**src/rtl/bist_ctrl.sv**
```systemverilog
// BIST sequencer: LFSR pattern run, MISR flush, signature compare.
// Optional abort input enabled by defining BIST_CTRL_ABORT_EN.
module bist_ctrl #(
    parameter int unsigned          PAT_NUM    = 127,
    parameter int unsigned          LAT        = 2,
    parameter int unsigned          SIG_LEN    = 7,
    parameter logic [SIG_LEN-1:0]   GOLDEN_SIG = SIG_LEN'(7'h5A)
) (
    input  logic               clk,
    input  logic               reset,
    input  logic               start,
`ifdef BIST_CTRL_ABORT_EN
    input  logic               abort,
`endif
    input  logic [SIG_LEN-1:0] sig_in,
    output logic               lfsr_rst,
    output logic               lfsr_en,
    output logic               misr_rst,
    output logic               misr_en,
    output logic               busy,
    output logic               done,
    output logic               pass,
    output logic [7:0]         pat_cnt
);

    typedef enum logic [2:0] {
        IDLE  = 3'd0,
        INIT  = 3'd1,
        RUN   = 3'd2,
        FLUSH = 3'd3,
        CMP   = 3'd4,
        DONE  = 3'd5
    } state_e;

    localparam logic [7:0] PAT_LAST = 8'(PAT_NUM - 1);
    localparam logic [7:0] PAT_MAX  = 8'(PAT_NUM);
    localparam logic [2:0] FL_LAST  = 3'(LAT - 1);

    state_e           state_q, state_d;
    logic [7:0]       cnt_q, cnt_d;
    logic [2:0]       flush_q, flush_d;
    logic [LAT-1:0]   sr_q, sr_d;
    logic             pass_q, pass_d;
    logic             abort_w;

`ifdef BIST_CTRL_ABORT_EN
    assign abort_w = abort;
`else
    assign abort_w = 1'b0;
`endif

    // Moore outputs: decoded only from registered state
    assign lfsr_rst = (state_q == INIT);
    assign misr_rst = (state_q == INIT);
    assign lfsr_en  = (state_q == RUN);
    assign misr_en  = sr_q[LAT-1];
    assign busy     = (state_q != IDLE) && (state_q != DONE);
    assign done     = (state_q == DONE);
    assign pass     = pass_q;
    assign pat_cnt  = cnt_q;

    always_comb begin
        state_d = state_q;
        cnt_d   = cnt_q;
        flush_d = flush_q;
        pass_d  = pass_q;
        sr_d    = (sr_q << 1) | LAT'(lfsr_en);
        unique case (state_q)
            IDLE, DONE: begin
                if (start) begin
                    state_d = INIT;
                    cnt_d   = '0;
                    pass_d  = 1'b0;
                    flush_d = '0;
                end
            end
            INIT: begin
                state_d = RUN;
                cnt_d   = '0;
            end
            RUN: begin
                if (cnt_q < PAT_MAX) cnt_d = cnt_q + 8'd1;
                if (cnt_q == PAT_LAST) begin
                    state_d = FLUSH;
                    flush_d = '0;
                end
            end
            FLUSH: begin
                if (flush_q == FL_LAST) begin
                    state_d = CMP;
                    flush_d = '0;
                end else begin
                    flush_d = flush_q + 3'd1;
                end
            end
            CMP: begin
                pass_d  = (sig_in == GOLDEN_SIG);
                state_d = DONE;
            end
            default: state_d = IDLE;
        endcase
        if (abort_w && busy) begin
            state_d = IDLE;
            cnt_d   = '0;
            flush_d = '0;
            pass_d  = 1'b0;
            sr_d    = '0;
        end
    end

    always_ff @(posedge clk) begin
        if (reset) begin
            state_q <= IDLE;
            cnt_q   <= '0;
            flush_q <= '0;
            sr_q    <= '0;
            pass_q  <= 1'b0;
        end else begin
            state_q <= state_d;
            cnt_q   <= cnt_d;
            flush_q <= flush_d;
            sr_q    <= sr_d;
            pass_q  <= pass_d;
        end
    end

endmodule

```
**config.mk**
```make
export PLATFORM = sky130hd
export DESIGN_NAME = bist_ctrl
export DESIGN_NICKNAME = d
export VERILOG_FILES = /design/src/rtl/bist_ctrl.sv
export SDC_FILE = /design/constraint.sdc
export NUM_CORES = 1
export LEC_CHECK = 0
export CORE_MARGIN = 2
export CORE_UTILIZATION = 47
export DETAILED_ROUTE_END_ITERATION = 6
export HOLD_SLACK_MARGIN = 0.06
export PLACE_DENSITY = 0.87
export SLEW_MARGIN = 20
export SYNTH_ARGS = -nofsm -noshare
export SYNTH_HDL_FRONTEND = slang
export SYNTH_SLANG_ARGS = --single-unit
```
**constraint.sdc**
```tcl
create_clock -name clk -period 1.9 [get_ports clk]
set_input_delay 0.57 -clock clk [delete_from_list [all_inputs] [get_ports clk]]
set_output_delay 0.57 -clock clk [all_outputs]
set_load 0.03 [all_outputs]
```
==> impl_metrics.prom, run 1 <==
# TYPE chip_impl_metric gauge
chip_impl_info{name="run_status",value="finished clean"} 1
chip_impl_metric{name="timing.max_cap.violations",unit=""} 0
chip_impl_metric{name="yosysWarningCount",unit=""} 0
chip_impl_metric{name="vdd_drop_max",unit="mV"} 0.565
chip_impl_metric{name="io_pins",unit=""} 25
chip_impl_info{name="top_usage_layer",value="met2"} 1
chip_impl_metric{name="antenna_violations_before_repair",unit=""} 0
chip_impl_info{name="critical-path-top-delay-family",value="buffers and inverters"} 1
chip_impl_metric{name="synth.distinct_cells",unit=""} 46
chip_impl_metric{name="placed_area",unit="sq um"} 1280
chip_impl_info{name="r2r-start",value="pat_cnt[0]$_SDFFE_PP0P_"} 1
chip_impl_metric{name="worst-path-max-fanout",unit=""} 1
chip_impl_info{name="reg2reg_to",value="pat_cnt[2]$_SDFFE_PP0P_"} 1
chip_impl_metric{name="floorplan.die_area",unit="sq um"} 2440
chip_impl_info{name="holdCritStartpoint",value="state_q[2]$_SDFFE_PP0P_"} 1
chip_impl_metric{name="seq_total_area_yosys",unit="%"} 35.2
chip_impl_info{name="synthTopCellsByCount",value="dfxtp_1 (17), a21oi_1 (8), nand2_1 (7), nand3_1 (7)"} 1
chip_impl_metric{name="gp_congestion",unit=""} 0.755
chip_impl_metric{name="port-buffer-count",unit=""} 24
chip_impl_info{name="setup.worst_path.start_class",value="flop"} 1
chip_impl_metric{name="drt_pre_antenna_iters",unit=""} 4
chip_impl_info{name="clock_tree_from_tritoncts",value="yes"} 1
chip_impl_metric{name="setup_viol_count_final",unit=""} 0
chip_impl_metric{name="synthToLayoutAreaGrowth",unit="%"} 39.6
chip_impl_metric{name="drt_iter0_drc",unit=""} 15
chip_impl_metric{name="max_freq",unit="GHz"} 0.540
chip_impl_metric{name="gr-total-overflow",unit=""} 0
chip_impl_info{name="synthMostInstantiatedCell",value="dfxtp_1"} 1
chip_impl_metric{name="finish.cell_count_without_fillers",unit=""} 172
chip_impl_metric{name="avgSynthCellArea",unit="sq um"} 8.87
chip_impl_metric{name="track_usage",unit="%"} 21.5
chip_impl_metric{name="final_antenna_net_count",unit=""} 0
chip_impl_metric{name="grt_max_degree",unit=""} 14
chip_impl_metric{name="initial_utilization",unit="%"} 49.8
chip_impl_info{name="crit_chain",value="clkdlybuf4s50_1"} 1
chip_impl_metric{name="register_bit_count_reported_by_yosys",unit=""} 17
chip_impl_info{name="critical_path.slowest_cell",value="clkdlybuf4s50_1"} 1
chip_impl_metric{name="layout_worst_path_cycle_share",unit="%"} 97.5
chip_impl_metric{name="fraction_of_final_layout_cells_with_drive_strength_greater_than_1",unit="%"} 27.6
chip_impl_metric{name="layout.filler_cells",unit=""} 159
chip_impl_info{name="worst_setup_path_end_kind",value="output port"} 1
chip_impl_metric{name="floorplan.rows",unit=""} 16
chip_impl_metric{name="worst_reg2reg_path_depth",unit=""} 5
chip_impl_metric{name="hold-path-cell-count",unit=""} 1
chip_impl_metric{name="htree_num_levels",unit=""} 1
chip_impl_metric{name="grtUsageMet2",unit="%"} 37.8
chip_impl_metric{name="cp_data_arrival_time",unit="ns"} 1.28
chip_impl_metric{name="placed_cells",unit=""} 164
chip_impl_metric{name="drc",unit=""} 0
chip_impl_metric{name="clkTransAtPathRegs",unit="ns"} 0.11
chip_impl_metric{name="worst_slew_pin_slew",unit="ns"} 0.413
chip_impl_metric{name="final.setup_skew",unit="ns"} 0.00934
chip_impl_info{name="synth_top_cells_by_area",value="dfxtp_1 (35%), a21oi_1 (4.1%), nand3_1 (3.6%)"} 1
chip_impl_metric{name="clock_insertion_delay_worst_skew",unit="ns"} 0.30
chip_impl_metric{name="critical_path.n_buffers_inverters",unit=""} 1
chip_impl_metric{name="height_of_the_die",unit="um"} 49.4
chip_impl_metric{name="vias_after_detailed_routing",unit=""} 963
chip_impl_metric{name="gr_layer_usage_met3",unit="%"} 6.44
chip_impl_metric{name="dr_vias_cell",unit=""} 5.60
chip_impl_metric{name="yosysTopAreaCellShare",unit="%"} 35.2
chip_impl_metric{name="dieWidth",unit="um"} 49.4
chip_impl_metric{name="netlist_instances",unit=""} 109
chip_impl_metric{name="post_drt_wl_per_cell",unit="um"} 14.1
chip_impl_info{name="synth_top_flop_cell",value="dfxtp_1"} 1
chip_impl_metric{name="std_cell_core_area",unit="sq um"} 1940
chip_impl_metric{name="timing.setup.tns",unit="ns"} 0
chip_impl_metric{name="slew_headroom",unit="%"} 72.4
chip_impl_metric{name="timing.critical_path.slowest_cell_delay",unit="ns"} 0.66
chip_impl_metric{name="number_of_sinks_driven_by_the_clock_tree",unit=""} 17
chip_impl_metric{name="cts_hold_buffers",unit=""} 0
chip_impl_metric{name="cell_area_after_synthesis",unit="sq um"} 967
chip_impl_info{name="setup.worst_path.class",value="flop to output port"} 1
chip_impl_metric{name="first_global_vias",unit=""} 945
chip_impl_metric{name="antenna_cells_inserted",unit=""} 0
chip_impl_metric{name="wire_length_of_the_first_global_routing_pass",unit="um"} 4090
chip_impl_metric{name="final-hold-violation-count",unit=""} 0
chip_impl_metric{name="met1_usage",unit="%"} 23.8
chip_impl_info{name="hold_path_end",value="state_q[1]$_SDFFE_PP0P_"} 1
chip_impl_info{name="buffer_type_at_the_clock_tree_root",value="clkbuf_4"} 1
chip_impl_metric{name="power.density_cell_area",unit="nW/um^2"} 539
chip_impl_metric{name="hpwl",unit="um"} 1740
chip_impl_metric{name="fin_area",unit="sq um"} 1350
chip_impl_metric{name="num-nets-final",unit=""} 158
chip_impl_metric{name="routed_wl",unit="um"} 2430
chip_impl_metric{name="min_period",unit="ns"} 1.85
chip_impl_metric{name="worst_ep_required_time",unit="ns"} 1.33
chip_impl_metric{name="syn-num-nets",unit=""} 121
chip_impl_info{name="synthDominantAreaCellType",value="dfxtp_1"} 1
chip_impl_metric{name="synth-async-reset-ratio",unit="%"} 0
chip_impl_metric{name="leakagePower",unit="nW"} 0.598
chip_impl_metric{name="number_of_flops_mapped_to_enable_cells_by_yosys",unit=""} 0
chip_impl_metric{name="clk_path_buf_depth",unit=""} 2
chip_impl_info{name="worst_hold_path_type",value="flop to flop"} 1
chip_impl_metric{name="report.final.slew_viol_count",unit=""} 0
chip_impl_metric{name="tritoncts.num_buffers",unit=""} 3
chip_impl_metric{name="r2r_setup_slk",unit="ns"} 0.31
cell families after synthesis:
| kind of cell | count (synthesis) | synth area share [%] |
|---|---|---|
| AOI/OAI and AO/OA | 27 | 20.4 |
| xor gates and xnor gates | 2 | 1.81 |
| adders and majority gates | 2 | 2.59 |
| buffers and inverters | 13 | 7.37 |
| muxes | 1 | 1.16 |
| DFF | 17 | 35.2 |
| and+or+nand+nor | 47 | 31.4 |
through the flow:
stage	power [mW]	setup WS, ns	hold slack [ns]	util (%)
floorplan	0.462	0.0863	0.414	-
global placement	0.520	-0.209	0.428	66.0
detailed placement	0.525	-0.251	0.439	66.0
CTS	0.720	0.0177	0.446	67.7
global route	0.754	-0.0000331	0.456	69.5
finish	0.727	0.0468	0.449	69.5
metal layers:
layer / routed length, um / vias to the layer above
li1: - / 471
met2: 1270 / 27
met3: 104 / 7
met5: 0 / -
met1: 1010 / 458
met4: 47 / 0
registers in the layout, indices dropped and copies added (netlist names):
name / flops
sr_q: 2
pass: 1
flush_q: 3
pat_cnt: 8
state_q: 3
repair_timing:
item	in CTS	in global routing
pin swaps	0	0
buffers inserted	1	3
endpoints found under the hold margin	0	0
gates resized for setup	12	6
setup endpoints to repair	13	6
layout by cell type (no fill, tap or decap), drive strengths merged, types with 2 or more instances in the layout:
cell / n
nor3b: 4
nand3b: 2
inv: 4
nor4: 2
nand2b: 4
dfxtp: 17
nand4b: 2
a21o: 3
nor4b: 2
nor3: 2
a21oi: 8
nor2: 3
buf: 21
ha: 2
nand2: 7
clkinv: 2
nor2b: 3
nand3: 7
clkbuf: 3
xnor2: 2
clkdlybuf4s50: 10
o31ai: 2
dlygate4sd2: 8
a31oi: 3
worst max-delay path by stage:
stage,start,endpoint,slack (ns),cells after the start
4_1_cts,pat_cnt[5]$_SDFFE_PP0P_,pat_cnt[5],0.02,1
5_1_grt,start,pat_cnt[2]$_SDFFE_PP0P_,-0.00003,6
3_3_place_gp,start,pat_cnt[2]$_SDFFE_PP0P_,-0.21,6
6_report,sr_q[1]$_SDFF_PP0_,misr_en,0.05,1
2_1_floorplan,state_q[0]$_SDFFE_PP0P_,misr_rst,0.09,4
3_5_place_dp,start,pat_cnt[2]$_SDFFE_PP0P_,-0.25,6
layout make-up:
cell class | instances | area, sq um | share of cell area, %
multi-input combinational | 79 | 572 | 42.4
tap | 27 | 33.8 | 2.50
clock inverter | 1 | 5.00 | 0.371
timing repair buffer | 40 | 344 | 25.5
clock buffer | 3 | 22.5 | 1.67
inverter | 5 | 23.8 | 1.76
sequential | 17 | 349 | 25.9
report_power, final:
part / switching, mW / leakage, nW / internal (mW)
clock network: 0.121 / 0.0177 / 0.0785
registers: 0.0102 / 0.139 / 0.362
logic: 0.0758 / 0.441 / 0.0796
total: 0.207 / 0.598 / 0.520
Power figures use the tool's default switching activity.
==> run 2: changes to the inputs <==
==> constraint.sdc (replaced) <==
create_clock -name clk -period 1.9 [get_ports clk]
set_input_delay 0.285 -clock clk [delete_from_list [all_inputs] [get_ports clk]]
set_output_delay 0.285 -clock clk [all_outputs]
set_load 0.03 [all_outputs]
==> impl_metrics.prom, run 2 (synthesis gave the netlist of run 1 again) <==
# TYPE chip_impl_metric gauge
chip_impl_info{name="run_status",value="finished clean"} 1
chip_impl_metric{name="clk_path_buf_depth",unit=""} 2
chip_impl_metric{name="dr_vias_cell",unit=""} 5.64
chip_impl_info{name="critical_path.slowest_cell",value="clkdlybuf4s50_1"} 1
chip_impl_metric{name="first_global_vias",unit=""} 835
chip_impl_metric{name="layout_worst_path_cycle_share",unit="%"} 94.5
chip_impl_metric{name="report.final.slew_viol_count",unit=""} 0
chip_impl_metric{name="switching_share",unit="%"} 27.1
chip_impl_metric{name="fraction_of_final_layout_cells_with_drive_strength_greater_than_1",unit="%"} 16.3
chip_impl_info{name="worst_setup_path_end_kind",value="output port"} 1
chip_impl_metric{name="largest_reg_flops",unit=""} 8
chip_impl_metric{name="drc",unit=""} 0
chip_impl_metric{name="final_antenna_net_count",unit=""} 0
chip_impl_metric{name="num-nets-final",unit=""} 148
chip_impl_metric{name="number_of_buffers_inserted_to_repair_setup_after_cts",unit=""} 0
chip_impl_metric{name="internal_power_summed_over_all_cells",unit="mW"} 0.507
chip_impl_metric{name="std_cell_core_area",unit="sq um"} 1940
chip_impl_metric{name="io_pins",unit=""} 25
chip_impl_metric{name="seq_power_share",unit="%"} 53.9
chip_impl_info{name="reg2reg_to",value="pat_cnt[2]$_SDFFE_PP0P_"} 1
chip_impl_info{name="r2r-start",value="state_q[0]$_SDFFE_PP0P_"} 1
chip_impl_info{name="layout_common_cells",value="clkdlybuf4s50_1 (19), dfxtp_1 (15), a21oi_1 (8)"} 1
chip_impl_metric{name="htree_num_levels",unit=""} 1
chip_impl_metric{name="grt_max_degree",unit=""} 12
chip_impl_metric{name="total_switching_power",unit="mW"} 0.189
chip_impl_metric{name="timing.setup.tns",unit="ns"} 0
chip_impl_metric{name="worst_reg2reg_path_depth",unit=""} 6
chip_impl_metric{name="clkTransAtPathRegs",unit="ns"} 0.10
chip_impl_metric{name="slew_headroom",unit="%"} 70.0
chip_impl_metric{name="drt_pre_antenna_iters",unit=""} 4
chip_impl_metric{name="vdd_drop_max",unit="mV"} 0.350
chip_impl_metric{name="antenna_cells_inserted",unit=""} 0
chip_impl_metric{name="power.density_cell_area",unit="nW/um^2"} 550
chip_impl_info{name="setup.worst_path.class",value="flop to output port"} 1
chip_impl_metric{name="share_clk_of_total_power",unit="%"} 27.5
chip_impl_info{name="hold_path_end",value="sr_q[1]$_SDFF_PP0_"} 1
chip_impl_metric{name="tritoncts.num_buffers",unit=""} 3
chip_impl_metric{name="vias_after_detailed_routing",unit=""} 913
chip_impl_metric{name="final.setup_skew",unit="ns"} 0.00253
chip_impl_metric{name="port-buffer-count",unit=""} 24
chip_impl_metric{name="cts_repair_resize_count",unit=""} 5
chip_impl_metric{name="clock_insertion_delay_worst_skew",unit="ns"} 0.29
chip_impl_info{name="buffer_type_at_the_clock_tree_root",value="clkbuf_4"} 1
chip_impl_metric{name="dieWidth",unit="um"} 49.4
chip_impl_metric{name="initial_utilization",unit="%"} 49.8
chip_impl_metric{name="wire_length_of_the_first_global_routing_pass",unit="um"} 3590
chip_impl_info{name="clock_tree_from_tritoncts",value="yes"} 1
chip_impl_metric{name="pre_cts_slack",unit="ns"} 0.0658
chip_impl_metric{name="cp_data_arrival_time",unit="ns"} 1.51
chip_impl_metric{name="min_period",unit="ns"} 1.79
chip_impl_metric{name="proportion_of_power_drawn_by_combinational_gates",unit="%"} 18.6
chip_impl_metric{name="timing.critical_path.slowest_cell_delay",unit="ns"} 0.73
chip_impl_metric{name="drt_iter0_drc",unit=""} 26
chip_impl_metric{name="worst_slew_pin_slew",unit="ns"} 0.447
chip_impl_metric{name="post_drt_wl_per_cell",unit="um"} 13.5
chip_impl_info{name="setup.worst_path.start_class",value="flop"} 1
chip_impl_metric{name="track_usage",unit="%"} 18.9
chip_impl_info{name="worst_hold_path_type",value="flop to flop"} 1
chip_impl_metric{name="number_of_sinks_driven_by_the_clock_tree",unit=""} 17
chip_impl_info{name="holdCritStartpoint",value="sr_q[0]$_SDFF_PP0_"} 1
chip_impl_metric{name="fin_ws",unit="ns"} 0.105
chip_impl_metric{name="worst-path-max-fanout",unit=""} 9
chip_impl_metric{name="floorplan.rows",unit=""} 16
chip_impl_metric{name="hpwl",unit="um"} 1600
chip_impl_metric{name="timing.max_cap.violations",unit=""} 0
chip_impl_metric{name="hold-path-cell-count",unit=""} 1
chip_impl_metric{name="worst_ep_required_time",unit="ns"} 1.62
chip_impl_metric{name="synthToLayoutAreaGrowth",unit="%"} 30.8
chip_impl_metric{name="height_of_the_die",unit="um"} 49.4
chip_impl_metric{name="routed_wl",unit="um"} 2180
chip_impl_metric{name="antenna_violations_before_repair",unit=""} 0
chip_impl_info{name="mostFrequentLayoutCell",value="clkdlybuf4s50_1"} 1
chip_impl_metric{name="setup_viol_count_final",unit=""} 0
chip_impl_metric{name="floorplan.die_area",unit="sq um"} 2440
chip_impl_metric{name="gp_congestion",unit=""} 0.763
chip_impl_metric{name="max_freq",unit="GHz"} 0.557
chip_impl_metric{name="cts_hold_buffers",unit=""} 0
chip_impl_metric{name="gr-total-overflow",unit=""} 0
chip_impl_metric{name="r2r_setup_slk",unit="ns"} 0.23
chip_impl_metric{name="leakagePower",unit="nW"} 0.495
chip_impl_info{name="crit_chain",value="clkdlybuf4s50_1"} 1
chip_impl_metric{name="final-hold-violation-count",unit=""} 0
chip_impl_metric{name="finish.cell_count_without_fillers",unit=""} 162
chip_impl_info{name="grt_setup_unrepaired",value="false"} 1
chip_impl_metric{name="placed_cells",unit=""} 158
chip_impl_info{name="critical-path-top-delay-family",value="buffers and inverters"} 1
chip_impl_metric{name="critical_path.n_buffers_inverters",unit=""} 1
==> run 2: cell count changes in the layout (fill, tap and decap cells not counted), sizes merged <==
cell           before  now
dlymetal6s2s        1    0
dlygate4sd2         8    4
clkinv              2    1
clkbuf              3    4
clkdlybuf4s50      10   19
buf                21    7
==> run 2: power groups by stage <==
stage          combinational [mW]  sequential, mW  clock, mW
2_1_floorplan              0.0810           0.379          0
3_3_place_gp                0.130           0.382          0
3_5_place_dp                0.133           0.383          0
4_1_cts                     0.129           0.375      0.200
5_1_grt                     0.139           0.377      0.212
6_report                    0.129           0.375      0.191
==> run 2: how the worst max path moves through the flow <==
stage	slack, ns	cells past startpoint	endpoint	from
3_5_place_dp	0.07	6	pat_cnt[2]$_SDFFE_PP0P_	start
3_3_place_gp	0.09	6	pat_cnt[2]$_SDFFE_PP0P_	start
6_report	0.11	1	pat_cnt[5]	pat_cnt[5]$_SDFFE_PP0P_
2_1_floorplan	0.16	4	misr_rst	state_q[0]$_SDFFE_PP0P_
5_1_grt	0.03	1	pat_cnt[5]	pat_cnt[5]$_SDFFE_PP0P_
4_1_cts	0.07	3	done	state_q[2]$_SDFFE_PP0P_
==> run 2: through the flow <==
step	power, mW	utilization, %	cell area [sq um]	hold WS [ns]
global placement	0.513	63.9	1240	0.425
detailed placement	0.516	63.9	1240	0.449
finish	0.696	65.1	1260	0.460
global route	0.729	65.1	1260	0.476
CTS	0.705	65.1	1260	0.463
floorplan	0.460	-	972	0.414
==> run 2: area by class of cell <==
type	count	area, sq um
flip-flops and latches	17	343
inverters	5	23.8
multi-input cells	79	561
fillers	163	677
repair buffers	30	278
clock buffers	4	26.3
well taps	27	33.8
==> run 2: layer usage <==
metal  GRT usage (%)  up-vias  wire length, um
met5               0        -                0
met4            6.67        0               10
met3            5.21        2               90
met2            32.2       31             1100
met1            22.4      425              982
li1                -      455                -
==> run 3: changes to the inputs <==
--- a/config.mk
+++ b/config.mk
@@ -9,7 +9,8 @@
 export CORE_UTILIZATION = 47
 export DETAILED_ROUTE_END_ITERATION = 6
 export HOLD_SLACK_MARGIN = 0.06
-export PLACE_DENSITY = 0.87
+export MAX_ROUTING_LAYER = met4
+export PLACE_DENSITY = 0.77
 export SLEW_MARGIN = 20
 export SYNTH_ARGS = -nofsm -noshare
 export SYNTH_HDL_FRONTEND = slang
==> impl_metrics.prom, run 3 (synthesis gave the netlist of run 1 again) <==
# TYPE chip_impl_metric gauge
chip_impl_metric{name="vias_after_detailed_routing",unit=""} 908
chip_impl_metric{name="layout_worst_path_cycle_share",unit="%"} 94.6
chip_impl_metric{name="drc",unit=""} 0
chip_impl_info{name="setup.worst_path.start_class",value="flop"} 1
chip_impl_metric{name="std_cell_core_area",unit="sq um"} 1940
chip_impl_metric{name="track_usage",unit="%"} 20.6
chip_impl_metric{name="clkTransAtPathRegs",unit="ns"} 0.10
chip_impl_metric{name="worst_ep_required_time",unit="ns"} 1.62
chip_impl_metric{name="dr_vias_cell",unit=""} 5.57
chip_impl_metric{name="clk_path_buf_depth",unit=""} 2
chip_impl_metric{name="height_of_the_die",unit="um"} 49.4
chip_impl_metric{name="post_drt_wl_per_cell",unit="um"} 13.3
chip_impl_metric{name="drt_pre_antenna_iters",unit=""} 4
chip_impl_metric{name="initial_utilization",unit="%"} 49.8
chip_impl_metric{name="routed_wl",unit="um"} 2170
chip_impl_metric{name="final_antenna_net_count",unit=""} 0
chip_impl_metric{name="final.setup_skew",unit="ns"} 0.000746
chip_impl_metric{name="slew_headroom",unit="%"} 69.8
chip_impl_metric{name="timing.critical_path.slowest_cell_delay",unit="ns"} 0.73
chip_impl_metric{name="cts_hold_buffers",unit=""} 0
chip_impl_metric{name="worst_slew_pin_slew",unit="ns"} 0.450
chip_impl_metric{name="wire_length_of_the_first_global_routing_pass",unit="um"} 3760
chip_impl_metric{name="fin_hold_ws",unit="ns"} 0.445
chip_impl_metric{name="leakagePower",unit="nW"} 0.503
chip_impl_metric{name="max_freq",unit="GHz"} 0.556
chip_impl_metric{name="placed_area",unit="sq um"} 1250
chip_impl_metric{name="first_global_vias",unit=""} 846
chip_impl_metric{name="worst-path-max-fanout",unit=""} 9
chip_impl_metric{name="synthToLayoutAreaGrowth",unit="%"} 31.3
chip_impl_info{name="critical-path-top-delay-family",value="buffers and inverters"} 1
chip_impl_metric{name="cp_data_arrival_time",unit="ns"} 1.51
chip_impl_metric{name="power.density_cell_area",unit="nW/um^2"} 549
chip_impl_metric{name="total_power_draw",unit="mW"} 0.697
chip_impl_info{name="setup.worst_path.class",value="flop to output port"} 1
chip_impl_info{name="buffer_type_at_the_clock_tree_root",value="clkbuf_4"} 1
chip_impl_info{name="mostFrequentLayoutCell",value="clkdlybuf4s50_1"} 1
chip_impl_metric{name="tritoncts.num_buffers",unit=""} 3
chip_impl_metric{name="gp_congestion",unit=""} 0.830
chip_impl_info{name="crit_chain",value="clkdlybuf4s50_1"} 1
chip_impl_metric{name="critical_path.n_buffers_inverters",unit=""} 1
chip_impl_metric{name="hpwl",unit="um"} 1670
chip_impl_metric{name="timing.max_cap.violations",unit=""} 0
chip_impl_metric{name="fraction_of_final_layout_cells_with_drive_strength_greater_than_1",unit="%"} 16.9
chip_impl_metric{name="floorplan.die_area",unit="sq um"} 2440
chip_impl_metric{name="fin_area",unit="sq um"} 1270
chip_impl_metric{name="min_period",unit="ns"} 1.80
chip_impl_info{name="worst_setup_path_end_kind",value="output port"} 1
chip_impl_metric{name="antenna_cells_inserted",unit=""} 0
chip_impl_metric{name="drt_iter0_drc",unit=""} 7
chip_impl_metric{name="port-buffer-count",unit=""} 24
chip_impl_metric{name="vdd_drop_max",unit="mV"} 0.525
chip_impl_metric{name="pre_cts_slack",unit="ns"} -0.0937
chip_impl_metric{name="clock_insertion_delay_worst_skew",unit="ns"} 0.29
chip_impl_metric{name="floorplan.rows",unit=""} 16
chip_impl_metric{name="grt_max_degree",unit=""} 12
chip_impl_metric{name="num-nets-final",unit=""} 149
chip_impl_metric{name="antenna_violations_before_repair",unit=""} 0
chip_impl_metric{name="report.final.slew_viol_count",unit=""} 0
chip_impl_metric{name="layout.filler_cells",unit=""} 183
chip_impl_metric{name="dieWidth",unit="um"} 49.4
chip_impl_metric{name="largest_reg_flops",unit=""} 8
chip_impl_metric{name="htree_num_levels",unit=""} 1
chip_impl_info{name="grt_setup_unrepaired",value="false"} 1
chip_impl_info{name="run_status",value="finished clean"} 1
chip_impl_metric{name="number_of_sinks_driven_by_the_clock_tree",unit=""} 17
chip_impl_metric{name="io_pins",unit=""} 25
chip_impl_metric{name="final-hold-violation-count",unit=""} 0
chip_impl_metric{name="final_core_util",unit="%"} 65.4
chip_impl_metric{name="setup_viol_count_final",unit=""} 0
chip_impl_info{name="critical_path.slowest_cell",value="clkdlybuf4s50_1"} 1
chip_impl_metric{name="gr-total-overflow",unit=""} 0
chip_impl_metric{name="fin_ws",unit="ns"} 0.103
chip_impl_info{name="clock_tree_from_tritoncts",value="yes"} 1
chip_impl_info{name="layout_common_cells",value="clkdlybuf4s50_1 (19), dfxtp_1 (16), a21oi_1 (8)"} 1
chip_impl_info{name="worst_hold_path_type",value="flop to flop"} 1
-- run 3: cell types whose count changed in the layout (fill, tap and decap cells not counted), sizes merged --
cell | previous run | this run
clkinv | 1 | 2
-- run 3: per-layer routing --
metal | share of wire, % | vias to the layer above | track usage (%)
li1 | - | 457 | -
met1 | 45 | 426 | 22.3
met2 | 49 | 17 | 34.7
met3 | 3.5 | 8 | 6.13
met4 | 2.3 | 0 | 9.05
met5 | 0 | - | -
-- run 3: through the flow --
step	cells	TNS [ns]
after floorplan	109	0
after global placement	159	-0.0236
after detailed placement	159	-0.208
after CTS	163	0
after global routing	163	0
final	163	0
-- run 3: path summary, 6_finish.rpt --
kind / from / to / slack [ns] / cells after the start
setup / recovery: pat_cnt[5]$_SDFFE_PP0P_ / pat_cnt[5] / 0.10 / 1
hold / removal: sr_q[0]$_SDFF_PP0_ / sr_q[1]$_SDFF_PP0_ / 0.44 / 1
setup reg to reg: state_q[0]$_SDFFE_PP0P_ / flush_q[2]$_SDFFE_PP0P_ / 0.28 / 5
hold reg to reg: sr_q[0]$_SDFF_PP0_ / sr_q[1]$_SDFF_PP0_ / 0.44 / 1
-- run 3: area by class of cell --
| type | count | area (sq um) | area share, % |
|---|---|---|---|
| multi-input combinational | 79 | 561 | 44.1 |
| sequential | 17 | 342 | 26.9 |
| timing repair buffer | 31 | 283 | 22.3 |
| tap | 27 | 33.8 | 2.66 |
| inverter | 5 | 23.8 | 1.87 |
| clock buffer | 3 | 22.5 | 1.77 |
| clock inverter | 1 | 5.00 | 0.394 |
-- run 3: where the power goes --
group,switching [mW],internal [mW]
sequential,0.00907,0.364
combinational,0.0691,0.0609
clock,0.116,0.0784
total,0.194,0.503
-- run 3: timing repair --
| item | 4_1_cts | 5_1_grt |
|---|---|---|
| cloned | 0 | 0 |
| endpoints found under the setup margin | 5 | 1 |
| gates resized for setup | 6 | 2 |
| buffers inserted | 0 | 0 |
